<file path="src/rtl/unstripe_lane_sched.sv">
// Two-lane unstripe scheduler: alternates lane FIFO pops, gates start-up
// on lane fill levels and flags persistent lane underrun as skew.
module unstripe_lane_sched #(
   parameter int START_THRESH = 2,
   parameter int TIMEOUT      = 15,
   parameter int CNT_W        = 4
) (
   input  logic             clk_f,
   input  logic             reset,
   input  logic             enable,
   input  logic             out_ready,
   input  logic             empty_0,
   input  logic             empty_1,
   input  logic [CNT_W-1:0] level_0,
   input  logic [CNT_W-1:0] level_1,
   output logic             pop_0,
   output logic             pop_1,
   output logic             sel,
   output logic             valid_unstripe_out,
   output logic [1:0]       state_out,
   output logic             skew_err,
   output logic [7:0]       underrun_cnt
);

   typedef enum logic [2:0] {
      S_IDLE,
      S_WAIT,
      S_RUN,
      S_DRAIN,
      S_ERROR
   } state_t;

   state_t           state_q, state_d;
   logic             ptr_q, ptr_d;
   logic [CNT_W-1:0] stall_q, stall_d;
   logic             sel_d, valid_d, skew_d;
   logic [7:0]       cnt_d;
   logic             active, empty_ptr, underrun, timeout, pop, lvl_ok;

   always_ff @(posedge clk_f) begin
      if (reset) begin
         state_q            <= S_IDLE;
         ptr_q              <= 1'b0;
         stall_q            <= '0;
         sel                <= 1'b0;
         valid_unstripe_out <= 1'b0;
         skew_err           <= 1'b0;
         underrun_cnt       <= 8'd0;
      end else begin
         state_q            <= state_d;
         ptr_q              <= ptr_d;
         stall_q            <= stall_d;
         sel                <= sel_d;
         valid_unstripe_out <= valid_d;
         skew_err           <= skew_d;
         underrun_cnt       <= cnt_d;
      end
   end

   always_comb begin
      active    = (state_q == S_RUN) || (state_q == S_DRAIN);
      empty_ptr = ptr_q ? empty_1 : empty_0;
      underrun  = active & out_ready & empty_ptr;
      timeout   = underrun && (stall_q == CNT_W'(TIMEOUT - 1));
      lvl_ok    = (level_0 >= CNT_W'(START_THRESH))
               && (level_1 >= CNT_W'(START_THRESH));
      // enable=0 in RUN outranks a pop; DRAIN finishes the pair regardless
      pop       = active & out_ready & ~empty_ptr & ~reset
               & ((state_q == S_DRAIN) | enable);

      state_d = state_q;
      ptr_d   = ptr_q;
      stall_d = stall_q;
      sel_d   = sel;
      valid_d = pop;
      skew_d  = skew_err;
      cnt_d   = underrun_cnt;

      if (underrun) begin
         stall_d = stall_q + 1'b1;
         if (underrun_cnt != 8'hFF) cnt_d = underrun_cnt + 8'd1;
      end
      if (pop) begin
         ptr_d   = ~ptr_q;
         stall_d = '0;
         sel_d   = ptr_q;
      end

      unique case (state_q)
         S_IDLE: begin
            if (enable) state_d = S_WAIT;
         end
         S_WAIT: begin
            if (!enable) begin
               state_d = S_IDLE;
            end else if (lvl_ok) begin
               state_d = S_RUN;
               ptr_d   = 1'b0;
               stall_d = '0;
            end
         end
         S_RUN: begin
            if (timeout) begin
               state_d = S_ERROR;
               skew_d  = 1'b1;
            end else if (!enable) begin
               state_d = ptr_q ? S_DRAIN : S_IDLE;
            end
         end
         S_DRAIN: begin
            if (timeout) begin
               state_d = S_ERROR;
               skew_d  = 1'b1;
            end else if (pop) begin
               state_d = S_IDLE;
            end
         end
         S_ERROR: begin
            if (!enable) state_d = S_IDLE;
         end
         default: state_d = S_IDLE;
      endcase
   end

   assign pop_0 = pop & ~ptr_q;
   assign pop_1 = pop & ptr_q;

   always_comb begin
      unique case (state_q)
         S_IDLE:  state_out = 2'd0;
         S_WAIT:  state_out = 2'd1;
         S_ERROR: state_out = 2'd3;
         default: state_out = 2'd2;
      endcase
   end

endmodule

</file>
<file path="config.mk">
export PLATFORM = sky130hd
export DESIGN_NAME = unstripe_lane_sched
export DESIGN_NICKNAME = d
export VERILOG_FILES = /design/src/rtl/unstripe_lane_sched.sv
export SDC_FILE = /design/constraint.sdc
export NUM_CORES = 1
export LEC_CHECK = 0
export ABC_CLOCK_PERIOD_IN_PS = 3500
export CAP_MARGIN = 20
export CORE_ASPECT_RATIO = 0.75
export CORE_MARGIN = 5
export CORE_UTILIZATION = 30
export DETAILED_ROUTE_END_ITERATION = 10
export SYNTH_ARGS = -nofsm -noshare
export SYNTH_HDL_FRONTEND = slang
export SYNTH_SLANG_ARGS = --single-unit
</file>
<file path="constraint.sdc">
create_clock -name clk_f -period 3.5 [get_ports clk_f]
set_input_delay 0.525 -clock clk_f [delete_from_list [all_inputs] [get_ports clk_f]]
set_output_delay 0.525 -clock clk_f [all_outputs]
set_load 0.01 [all_outputs]
</file>
# After elaboration in Yosys (flattened, before gate mapping)

Cells that the tools add are included.

Input port bits: 14
Logic and storage cells: 62
Bits in registers: 19
Output and inout port bits: 15

Bitwise logic cells: 11
$lt $le $gt $ge: 2
Muxes and demuxes: 21
Reduce and logical (&&, ||, !) cells: 8
Add/subtract/negate cells: 2
Equal/unequal tests: 11

Operators by type and width:

| operator                                                           | number |
|---|---|
| two-way mux 3 bit                                                  | 8 |
| two-way mux 4 bit                                                  | 5 |
| one-hot mux 3 bit (5 select lines)                                 | 1 |
| inequality test 3 bit (second input constant)                      | 3 |
| adder 8 x 1 -> 8 bit (second input constant)                       | 1 |
| greater-or-equal comparator 4 x 2 -> 1 bit (second input constant) | 2 |
| inequality test 8 bit (second input constant)                      | 1 |
| AND 1 bit                                                          | 7 |
| == test 3 x 2 -> 1 bit (second input constant)                     | 2 |
| one-hot mux 2 bit (3 select lines)                                 | 1 |
| two-way mux 1 bit                                                  | 5 |
| AND reduction 5 bit                                                | 1 |
| adder 4 x 1 -> 4 bit (second input constant)                       | 1 |
| == test 4 bit (second input constant)                              | 1 |
| inequality test 2 bit (second input constant)                      | 2 |
| AND reduction 2 bit                                                | 2 |
| == test 3 x 1 -> 1 bit (second input constant)                     | 1 |
| == test 3 bit (second input constant)                              | 1 |
| logical NOT 3 bit                                                  | 1 |
| inverter 1 bit                                                     | 3 |
| logical AND 1 bit                                                  | 2 |
| two-way mux 2 bit                                                  | 1 |
| OR reduction 2 bit                                                 | 1 |
| logical OR 1 bit                                                   | 1 |
| OR 1 bit                                                           | 1 |

# Logic depth before layout (Yosys ltp)

Gate-level depths: netlist (run 1).

Word-level depth: 10
Mapped depth: 6
Depth with buffers taken out: 6

# Worst setup path before layout (run 1)

No wires, ideal clock.

Path type: input to output
From: input port empty_0
To: output port pop_0
Cell stages on the path: 3
Arrival: 1.477 ns
Path buffers: 0
Path slack: 1.498 ns
Required time: 2.975 ns
Path through: mux2_4 > nor4_1 > ha_1

Word-level cells in the longest chain between the ends: 6

Ends and longest elaborated chain:

| item                   | line | source |
|---|---|---|
| start, declared        | 12   | `input logic empty_0,` |
| two-way mux 1 bit      | 62   | `empty_ptr = ptr_q ? empty_1 : empty_0;` |
| inverter 1 bit         | 68   | `pop = active & out_ready & ~empty_ptr & ~reset` |
| AND 1 bit (2 in a row) | 68   |  |
| AND 1 bit              | 69   | `& ((state_q == S_DRAIN) \| enable);` |
| named net pop          | 38   | `logic active, empty_ptr, underrun, timeout, pop, lvl_ok;` |
| AND 1 bit              | 125  | `assign pop_0 = pop & ~ptr_q;` |
| end, declared          | 16   | `output logic pop_0,` |

The timed path passes the listed nets, and every way through them passes these cells.

# Worst setup path in the final report (run 1)

Ends and elaborated chain as after synthesis.

==> out/qor.csv, run 1 <==
metric,value,unit
fin_skew,0.00139,ns
die_w,77.9,microns
crit_type,input pin to output port,
regArea,380,sq um
fill_cells,313,
vias_per_cell,5.11,
grt_pass1_wl,3960,microns
postCtsSetupRepairBufs,0,
antenna_cells,0,
critPathRequiredTime,2.97,ns
power_leakage,0.495,nW
synth-seq-cells,19,
async_flop_share,0,%
post-route-min-period,2.87,ns
critPathTopFamily,buffers and inverters,
grt_max_degree,20,
dr.pass1.iters,4,
coreArea,3310,sq um
crit_path_max_incr_delay,0.54,ns
yosysSeqAreaShare,36.6,%
syn2layout_area_growth,34.9,%
post-synth-top-count-cell,dfxtp_1,
netlist_top_cells_area,"dfxtp_1, ha_1, nor2_1, nand2b_1, nor3_1",
switchingPower,0.0973,mW
p_clk_share,36.1,%
cts_buffers,3,
max_freq,348,MHz
p_comb_share,11.3,%
wl_per_cell,12.8,microns
end_kind,output port,
setup_tns,0,ns
antenna_found_initial,0,
relSlewSlack,57.0,%
rsz0062_at_grt,false,
synth_top_cell_by_area,dfxtp_1,
place_congestion,0.809,
dieArea,4750,sq um
fp-row-count,18,
cts-root-buf,clkbuf_8,
ys.flop_type,dfxtp_1,
crit_top_cell,clkdlybuf4s50_1,
ctsResizeCount,0,
crit_chain,clkdlybuf4s50_1 -> mux2_4 -> nor4_1 -> buf_4 -> ha_1 -> clkdlybuf4s50_1,
drive_above_1_share,11.6,%
dp_hpwl,1780,microns
finalNetCount,166,
cts_tree,done,
cts_max_level,1,
yosysTopAreaCellShare,36.6,%
clockBufferDepth,2,
worst_pin_slew,0.638,ns
drv_cap,0,
die_y,61.0,microns
drv_slew,0,
r2r_slack,1.83,ns
syn_inst,116,
dr.first_iter.drc_count,45,
syn_area,1040,sq um
initial_core_util,31.4,%
ir_drop,0.181,mV
grt_pass1_vias,871,
finalCritPeriodShare,82.1,%
vias,950,
grt_use_total,10.3,%
yosys-top-cells-count,"dfxtp_1, nor2_1, nand2b_1, nor3_1",
cts.sinks,19,
seq_power_share,52.6,%
setup_viol,0,
cts_hold_buffers,0,
internal-power,0.325,mW
clkTransAtPathRegs,0.07,ns
switching_share,23.0,%
port_buffers,26,
yosys_warnings,0,
worst_ep_arrival_time,2.35,ns
yosysUniqueCellTypes,41,
power_density,302,nW/um^2
drc,0,
synth-edff-count,0,
avgSynthCellArea,8.95,sq um
start_kind,input pin,
insertion_delay,0.25,ns
min_path_type,register to register,
cp_max_fo,9,
hold_viol_final,0,
syn-num-nets,135,
multi_input_area,636,sq um
critPathSlowestCell,clkdlybuf4s50_1,
wl,2370,microns
crit_buf_inv,3,
grt_overflow_total,0,
place_inst,182,
pin_count,29,
status,"finished, final reports clean",
final_antenna_net_count,0,
instances_no_fill,186,
sequential cells by signal, summed over array words and instances, names as in the netlist:
signal / flops
ptr_q: 1
sel: 1
skew_err: 1
stall_q: 4
state_q: 3
underrun_cnt: 8
valid_unstripe_out: 1
worst paths after layout:
path | from | to | depth (start not counted)
setup / recovery | empty_0 | pop_0 | 6
hold / removal | sel | sel | 2
setup reg to reg | ptr_q | state_q[0] | 4
hold reg to reg | sel | sel | 2
per-layer routing:
layer,vias up,wire length (microns),track usage [%]
met1,441,1130,13.1
met5,-,0,0
met2,25,1040,16.4
met3,2,194,5.04
met4,0,8,1.45
li1,482,-,-
cell usage in the layout (no fill, tap or decap), drive strengths merged:
master	count
or4b	1
a2111oi	1
nand2b	7
nor3	8
a21boi	1
o21a	1
o31ai	2
a211oi	3
o41ai	1
buf	2
o21ai	2
or3	3
and3	4
o211a	1
clkdlybuf4s50	26
nand3	6
nor4	3
inv	4
mux2i	2
xor2	1
or2	1
ha	5
and4	1
nor2	14
a31oi	2
a21oi	3
xnor2	3
and3b	1
nand4	2
nand2	5
dfxtp	19
clkbuf	4
or4	1
mux2	3
nor2b	2
nand3b	1
power by group through the flow:
stage	clock network, mW	registers (mW)	logic, mW
3_3_place_gp	0	0.227	0.0467
6_report	0.153	0.222	0.0479
4_1_cts	0.160	0.222	0.0482
2_1_floorplan	0	0.226	0.0250
3_5_place_dp	0	0.227	0.0480
5_1_grt	0.168	0.222	0.0520
metrics by stage:
| stage | area (sq um) | util [%] | power (mW) | hold WS, ns | setup WS (ns) |
|---|---|---|---|---|---|
| 2_1_floorplan | 1040 | - | 0.251 | 0.484 | 1.50 |
| 3_3_place_gp | 1360 | 41.0 | 0.274 | 0.459 | 0.634 |
| 3_5_place_dp | 1360 | 41.0 | 0.275 | 0.468 | 0.646 |
| 4_1_cts | 1400 | 42.3 | 0.430 | 0.486 | 0.619 |
| 5_1_grt | 1400 | 42.3 | 0.443 | 0.530 | 0.523 |
| 6_report | 1400 | 42.3 | 0.423 | 0.485 | 0.628 |
kinds of logic after synthesis:
family	share of synthesized area, %
and+or+nand+nor	33.1
xor gates and xnor gates	3.37
DFF	36.6
buffers and inverters	2.17
adders and majority gates	6.02
AOI/OAI and AO/OA	12.8
muxes	5.90
worst register-to-register path, cell delays in order, from the launching register on:
cell	delay (ns)
dfxtp_1	0.45
mux2i_2	0.34
nor3_2	0.13
or4b_1	0.51
o211a_1	0.14
final cells by class:
cell class / instances / area share (%)
clock buffers: 4 / 3.21
well taps: 40 / 3.57
inverters: 4 / 1.07
flip-flops and latches: 19 / 27.1
multi-input cells: 91 / 45.4
repair buffers: 28 / 19.6
(Power assumes the default switching activity.)
==> run 2: changes to the inputs <==
--- a/config.mk
+++ b/config.mk
@@ -5,7 +5,7 @@
 export SDC_FILE = /design/constraint.sdc
 export NUM_CORES = 1
 export LEC_CHECK = 0
-export ABC_CLOCK_PERIOD_IN_PS = 3500
+export ABC_CLOCK_PERIOD_IN_PS = 2900
 export CAP_MARGIN = 20
 export CORE_ASPECT_RATIO = 0.75
 export CORE_MARGIN = 5
==> constraint.sdc (replaced) <==
create_clock -name clk_f -period 2.9 [get_ports clk_f]
set_input_delay 0.435 -clock clk_f [delete_from_list [all_inputs] [get_ports clk_f]]
set_output_delay 0.435 -clock clk_f [all_outputs]
set_load 0.01 [all_outputs]
==> out/qor.csv, run 2 (synthesis results as in run 1) <==
metric,value,unit,change
grt_pass1_wl,3970,microns,+0.18%
finalNetCount,166,,unchanged
max_freq,373,MHz,
die_y,61.0,microns,unchanged
final_cell_mix,"clkdlybuf4s50_1, dfxtp_1, nor2_1",,
finalPower,0.516,mW,+22%
drv_slew,0,,unchanged
post-route-min-period,2.68,ns,
wl,2380,microns,+0.30%
clockBufferDepth,2,,unchanged
rsz0062_at_grt,false,,
worst_pin_slew,0.613,ns,-0.0255 ns
setup_viol,0,,unchanged
cts.sinks,19,,unchanged
critPathSlowestCell,clkdlybuf4s50_1,,
postCtsSetupRepairBufs,0,,unchanged
cts_hold_buffers,0,,unchanged
drc,0,,unchanged
grt_max_degree,20,,unchanged
port_buffers,26,,unchanged
vias_per_cell,5.13,,+0.53%
die_w,77.9,microns,unchanged
largest_registers,"underrun_cnt: 8 flops, stall_q: 4 flops, state_q: 3 flops",,
cts_buffers,3,,unchanged
cts_max_level,1,,unchanged
final_antenna_net_count,0,,unchanged
drv_cap,0,,unchanged
fp-row-count,18,,unchanged
crit_chain,clkdlybuf4s50_1 -> mux2_4 -> nor4_1 -> buf_4 -> ha_1 -> clkdlybuf4s50_1,,
drive_above_1_share,11.6,%,unchanged
fin_skew,0.00280,ns,+0.00141 ns
clkTransAtPathRegs,0.08,ns,about the same
insertion_delay,0.26,ns,about the same
power_density,368,nW/um^2,+22%
syn2layout_area_growth,34.9,%,unchanged
cp_max_fo,9,,unchanged
use_met3,4.60,%,-0.45 points
crit_path_max_incr_delay,0.53,ns,about the same
largest_register_ff_count,8,,unchanged
crit_top_cell,clkdlybuf4s50_1,,
power_leakage,0.495,nW,unchanged
grt_overflow_total,0,,unchanged
antenna_found_initial,0,,unchanged
critPathTopFamily,buffers and inverters,,
worst_ep_arrival_time,2.25,ns,-0.10 ns
use_met1,13.3,%,+0.24 points
setup_tns,0,ns,unchanged
finalCritPeriodShare,92.5,%,
crit_buf_inv,3,,unchanged
final_common_cell,clkdlybuf4s50_1,,
ctsResizeCount,0,,unchanged
initial_core_util,31.4,%,unchanged
crit_type,input pin to output port,,
cts_tree,done,,
fill_cells,331,,+5.8%
antenna_cells,0,,unchanged
cts-root-buf,clkbuf_8,,
pin_count,29,,unchanged
end_kind,output port,,
place_congestion,0.812,,+0.43%
ir_drop,0.279,mV,+54%
grt_pass1_vias,889,,+2.1%
vias,955,,+0.53%
hold_viol_final,0,,unchanged
coreArea,3310,sq um,unchanged
wl_per_cell,12.8,microns,+0.30%
dp_hpwl,1850,microns,+3.5%
dieArea,4750,sq um,unchanged
dr.first_iter.drc_count,44,,-2.2%
start_kind,input pin,,
grt_use_total,10.4,%,+0.057 points
min_path_type,register to register,,
largest-register,underrun_cnt,,
dr.pass1.iters,4,,unchanged
grtUsageMet2,16.6,%,+0.24 points
relSlewSlack,58.8,%,+1.7 points
status,"finished, final reports clean",,
busiest_layer,met2,,
critPathRequiredTime,2.47,ns,-0.50 ns
## run 2: cell counts in the layout (fill, tap and decap cells not counted)
No cell type changed its count.
## run 2: power breakdown
group | internal, mW | switching, mW | total, mW
Combinational | 0.0315 | 0.0253 | 0.0567
Sequential | 0.263 | 0.00447 | 0.268
Clock | 0.0979 | 0.0938 | 0.192
## run 2: per-stage QoR
stage | hold WS, ns | std cells | cell area [sq um] | setup WS, ns | utilization (%)
2_1_floorplan | 0.484 | 116 | 1040 | 1.05 | -
3_3_place_gp | 0.459 | 182 | 1360 | 0.216 | 41.0
3_5_place_dp | 0.471 | 182 | 1360 | 0.228 | 41.0
4_1_cts | 0.488 | 186 | 1400 | 0.209 | 42.3
5_1_grt | 0.528 | 186 | 1400 | 0.0992 | 42.3
6_report | 0.482 | 186 | 1400 | 0.216 | 42.3
## run 2: layout make-up
class | instances | area, sq um | area share, %
inverter | 4 | 15.0 | 1.07
clock buffer | 4 | 45.0 | 3.21
tap | 40 | 50.0 | 3.57
multi-input combinational | 91 | 636 | 45.4
sequential | 19 | 380 | 27.1
timing repair buffer | 28 | 275 | 19.6
## run 2: final timing paths
path	startpoint	endpoint	slack [ns]	cells past startpoint
hold reg to reg	skew_err	skew_err	0.48	2
setup / recovery	empty_0	pop_0	0.22	6
setup reg to reg	ptr_q	state_q[0]	1.24	4
hold / removal	skew_err	skew_err	0.48	2
## run 2: worst min-delay path, cell delays in order, from the launching register on
cell	delay [ns]
dfxtp_1	0.34
nor2_1	0.05
nor2_1	0.07
## run 2: layer usage
metal	routed length, microns	vias up
met5	0	-
met4	8	0
met3	208	2
met2	1010	39
met1	1150	431
li1	-	483
==> run 3: changes to the inputs <==
--- a/config.mk
+++ b/config.mk
@@ -6,7 +6,7 @@
 export NUM_CORES = 1
 export LEC_CHECK = 0
 export ABC_CLOCK_PERIOD_IN_PS = 2900
-export CAP_MARGIN = 20
+export CAP_MARGIN = 40
 export CORE_ASPECT_RATIO = 0.75
 export CORE_MARGIN = 5
 export CORE_UTILIZATION = 30
==> results of run 3 <==
The final DEF is identical to that of run 2; final timing and power are the same.
==> variant 1, RTL diff (config.mk and constraints of run 2) <==
The 5 states of `state_t` get a Gray code encoding in 3 bits.
--- a/src/rtl/unstripe_lane_sched.sv
+++ b/src/rtl/unstripe_lane_sched.sv
@@ -24,9 +24,9 @@
 
    typedef enum logic [2:0] {
-      S_IDLE,
-      S_WAIT,
-      S_RUN,
-      S_DRAIN,
-      S_ERROR
+      S_IDLE  = 3'b000,
+      S_WAIT  = 3'b001,
+      S_RUN   = 3'b011,
+      S_DRAIN = 3'b010,
+      S_ERROR = 3'b110
    } state_t;
 
Behaviour: same outputs for any inputs over 10 cycles, from zero or initial values and one cycle with reset high; not proved beyond that.
==> variant 1 against run 2 <==
Clock power shrank 6%; non-clock buffer count rose by 1; final area fell by 0.80%; area after synthesis decreased by 0.36%; global-route usage increased by 0.46 points; setup slack worse by 0.029 ns; die area shrank 0.31%; sequential cell count did not move; synthesized cell count did not move; worst hold slack got worse by 0.033 ns; routed wire length is 2.6% lower; power up 6.8%; count of clock-buffer cells in the layout did not move.
==> variant 1: results (changes against run 2) <==
[grt]
grt_pass1_vias = 880  ; was 889
grt_usage = 0.108  ; was 0.104
grt_max_degree = 19  ; was 20
grt_pass1_wl_um = 4060  ; was 3970 um

[synthesis]
yosys.cell_types.count = 36  ; was 41
synth_area_leaders = dfxtp_1 37%, ha_1 6.0%, a21oi_1 4.4%  ; was dfxtp_1 37%, ha_1 6.0%, nor2_1 4.7%
yosys-top-cells-count = 19 x dfxtp_1, 9 x a21oi_1, 9 x nor2_1, 8 x nand3_1, 7 x nand2_1  ; was 19 x dfxtp_1, 13 x nor2_1, 7 x nand2b_1, 7 x nor3_1
netlist_instances = 116  ; unchanged
synth_top_area_frac = 0.368  ; was 0.366
yosysSeqAreaShare = 0.368  ; was 0.366

[layout]
num_antenna_cells = 0  ; unchanged
fin_nets = 164  ; was 166
drive_gt1_frac = 0.0764  ; was 0.116
areaGrowthSynthToFinish_pct = 34.3  ; was 34.9%
top_regs = underrun_cnt (8), stall_q (4), state_q (3)  ; unchanged
num-fill-cells = 332  ; was 331

[power]
power.switching_mw = 0.134  ; was 0.123 mW
p_leak_nw = 0.510  ; was 0.495 nW
p_comb_mw = 0.0913  ; was 0.0567 mW
peakVddDrop_mv = 0.271  ; was 0.279 mV
p_clk_frac = 0.328  ; was 0.371
p_clk_mw = 0.181  ; was 0.192 mW

[route]
drt_iter0_markers = 78  ; was 44
vias = 932  ; was 955
avgRoutedWirePerCell_um = 12.6  ; was 12.8 um
drt_wl_total_um = 2320  ; was 2380 um

[placement]
place.gp.congestion = 0.790  ; was 0.812
placed_cells = 180  ; was 182
dp_hpwl_um = 1810  ; was 1850 um
placed_cell_area_um2 = 1340  ; was 1360 um^2
pre_cts_slack_ns = 0.145  ; was 0.228 ns

[sta]
worst_pin_slew_ns = 0.507  ; was 0.613 ns
skew_ns = 0.00119  ; was 0.00280 ns

[cts]
tritoncts.num_buffers = 3  ; unchanged
clk_latency_ns = 0.25

[critical_path]
critical_path_arrival_ns = 2.28  ; was 2.25 ns
critical_path.max_fanout = 6  ; was 9

[run_status]
outcome = completed  ; unchanged

[variant 1: final timing paths]
kind,from,end,slack [ns],depth (start not counted)
worst max-delay path,enable,pop_0,0.19,6
worst min register to register,skew_err$_SDFFE_PP0P_,skew_err$_SDFFE_PP0P_,0.45,2
worst min-delay path,skew_err$_SDFFE_PP0P_,skew_err$_SDFFE_PP0P_,0.45,2
worst max register to register,ptr_q$_SDFF_PP0_,state_q[1]$_SDFFE_PP0P_,0.87,5
[variant 1: kinds of logic after synthesis]
| group | count (synthesis) | share of synthesized area |
|---|---|---|
| adders and majority gates | 5 | 0.0605 |
| muxes | 6 | 0.0665 |
| DFF | 19 | 0.368 |
| buffers and inverters | 9 | 0.0423 |
| and+or+nand+nor | 50 | 0.274 |
| xor gates and xnor gates | 5 | 0.0423 |
| AOI/OAI and AO/OA | 22 | 0.146 |
[variant 1: repair_timing]
item | 4_1_cts | 5_1_grt
endpoints found under the hold margin | 0 | 0
resized for setup | 0 | 1
setup endpoints to repair | 0 | 2
[variant 1: area by class of cell]
| type | count | area share |
|---|---|---|
| well taps | 40 | 0.0360 |
| repair buffers | 29 | 0.203 |
| inverters | 4 | 0.0108 |
| multi-input cells | 88 | 0.444 |
| flip-flops and latches | 19 | 0.274 |
| clock buffers | 4 | 0.0324 |
[variant 1: layer usage]
metal / share of wire / routed length, um / track usage
met1: 0.48 / 1110 / 0.136
met2: 0.47 / 1090 / 0.175
met3: 0.032 / 74 / 0.0297
met4: 0.019 / 43 / 0.0490
met5: 0 / 0 / 0
[variant 1: tightest hold or removal path, stage by stage, from the launching register on]
cell     delay (ns)
dfxtp_1        0.31
inv_1          0.05
a21oi_1        0.05
==> variant 2, RTL diff (settings of run 2) <==
Made on the original files. Set the parameter `CNT_W` to 5 (it was 4).
--- a/src/rtl/unstripe_lane_sched.sv
+++ b/src/rtl/unstripe_lane_sched.sv
@@ -4,5 +4,5 @@
    parameter int START_THRESH = 2,
    parameter int TIMEOUT      = 15,
-   parameter int CNT_W        = 4
+   parameter int CNT_W        = 5
 ) (
    input  logic             clk_f,
Interface: changed (resized level_0 and level_1); port bits go from 29 to 31. The function was not compared with the original's and may differ.
==> variant 2 against run 2 <==
Largest power group unchanged; fmax down 0.14%; setup slack worse by 0.0038 ns; critical path type unchanged; routed wire length up 12%; combinational power up 0.7%; power up 19%; critical endpoint unchanged; synthesized cell count up 14%; sequential cell count up 1; final area up 9.7%; area after synthesis up 8.9%; register-to-register slack worse by 0.08 ns; cell count up 15%.
==> variant 2: results (changes against run 2) <==
[power]
finalPower_mw = 0.615  ; was 0.516 mW
p_leak_nw = 0.533  ; was 0.495 nW
power.switching_mw = 0.124  ; was 0.123 mW
peakVddDrop_mv = 0.232  ; was 0.279 mV
p_clk_frac = 0.453  ; was 0.371
p_comb_mw = 0.0571  ; was 0.0567 mW

[route]
drt_iter0_markers = 80  ; was 44
vias = 1077  ; was 955
firstDrtPassIters = 4  ; unchanged
avgRoutedWirePerCell_um = 12.4  ; was 12.8 um

[placement]
placed_cell_area_um2 = 1470  ; was 1360 um^2
io_buffers = 28  ; was 26
dp_hpwl_um = 2110  ; was 1850 um
place.gp.congestion = 0.804  ; was 0.812

[layout]
fin_nets = 184  ; was 166
final_cells = 214  ; was 186
top_regs = underrun_cnt (8), stall_q (5), state_q (3)  ; was underrun_cnt (8), stall_q (4), state_q (3)
drive_gt1_frac = 0.0988  ; was 0.116

[critical_path]
r2r_start = ptr_q$_SDFF_PP0_  ; unchanged
r2r_slack_ns = 1.16  ; was 1.24 ns
crit_path_end = pop_0  ; unchanged
worstReg2RegEnd = ptr_q$_SDFF_PP0_  ; was state_q[0]$_SDFFE_PP0P_
critical_path.max_fanout = 4  ; was 9
ff2ff_path_depth = 5  ; was 4

[synthesis]
synth_area_per_cell_um2 = 8.57  ; was 8.95 um^2
ys_warn_count = 0  ; unchanged
syn_nets = 153  ; was 135
yosysSeqAreaShare = 0.354  ; was 0.366
yosys.cell_types.count = 43  ; was 41
synth_area_leaders = dfxtp_1 35%, ha_1 5.5%, nor2_1 5.3%  ; was dfxtp_1 37%, ha_1 6.0%, nor2_1 4.7%
yosys-top-cells-count = 20 x dfxtp_1, 16 x nor2_1, 10 x nand2_1, 9 x inv_1, 8 x a21oi_1  ; was 19 x dfxtp_1, 13 x nor2_1, 7 x nand2b_1, 7 x nor3_1
async_reset_ff_frac = 0  ; unchanged
synth_edf_count = 0  ; unchanged

[cts]
cts_setup_buffers = 0  ; unchanged
cts-root-buf = clkbuf_8  ; unchanged
post_cts_resized = 0  ; unchanged
tritoncts.num_buffers = 3  ; unchanged
htreeDepth = 1  ; unchanged
cts_buffer_depth = 2  ; unchanged

[run_status]
outcome = completed  ; unchanged

[grt]
grt_max_degree = 17  ; was 20
antenna_found_initial = 0  ; unchanged
grt_usage = 0.116  ; was 0.104
grt_pass1_wl_um = 4700  ; was 3970 um
grt_pass1_vias = 1011  ; was 889

[sta]
skew_ns = 0.0105  ; was 0.00280 ns
maxSlewHeadroom = 0.639  ; was 0.588
setup_ws_ns = 0.213  ; was 0.216 ns

[worst_hold_path]
min_from = skew_err$_SDFFE_PP0P_  ; unchanged

variant 2: cell types whose count changed in the layout (fill, tap and decap cells not counted), sizes merged, moves of 2 or more:
cell,change
nand2b,-7
nand2,+6
a21oi,+5
inv,+5
nor3,-4
and3,-3
nand4,+3
a31oi,-2
clkdlybuf4s50,+2
nand3,-2
nor2,+2
nor4b,+2
xnor2,+2
variant 2: cells by family (layout without fill, tap and decap cells):
family | after synthesis | after routing | share of synthesized area
mux | 6 | 6 | 0.0597
compound gates | 23 | 23 | 0.148
xor+xnor | 6 | 6 | 0.0465
simple gates | 58 | 58 | 0.278
buf+inv | 14 | 44 | 0.0586
flops | 20 | 20 | 0.354
fa+ha+maj | 5 | 5 | 0.0553
variant 2: routing by layer:
metal  track usage  vias to the layer above  share of wire
li1              -                      538              -
met1         0.161                      494           0.48
met2         0.166                       41           0.44
met3        0.0385                        4          0.075
met4        0.0380                        0         0.0098
met5             0                        -              0
variant 2: worst max-delay path: cells and delay by family:
kind | cells | cell delay [ns]
fa+ha+maj | 1 | 0.21
buf+inv | 2 | 0.97
simple gates | 2 | 0.46
mux | 1 | 0.18
variant 2: final cells by class:
cell class,count,area (um^2)
fillers,376,2120
clock buffers,3,41.3
repair buffers,31,303
flip-flops and latches,20,400
well taps,52,65.1
clock inverters,1,30.0
inverters,9,33.8
multi-input cells,98,664
variant 2: worst min path at each step:
stage                            end  slack (ns)  cells after the start
3_5_place_dp   skew_err$_SDFFE_PP0P_        0.44                      2
3_3_place_gp   skew_err$_SDFFE_PP0P_        0.43                      2
2_1_floorplan  skew_err$_SDFFE_PP0P_        0.47                      2
4_1_cts        skew_err$_SDFFE_PP0P_        0.45                      2
5_1_grt             sel$_SDFFE_PP0P_        0.48                      2
6_report       skew_err$_SDFFE_PP0P_        0.45                      2
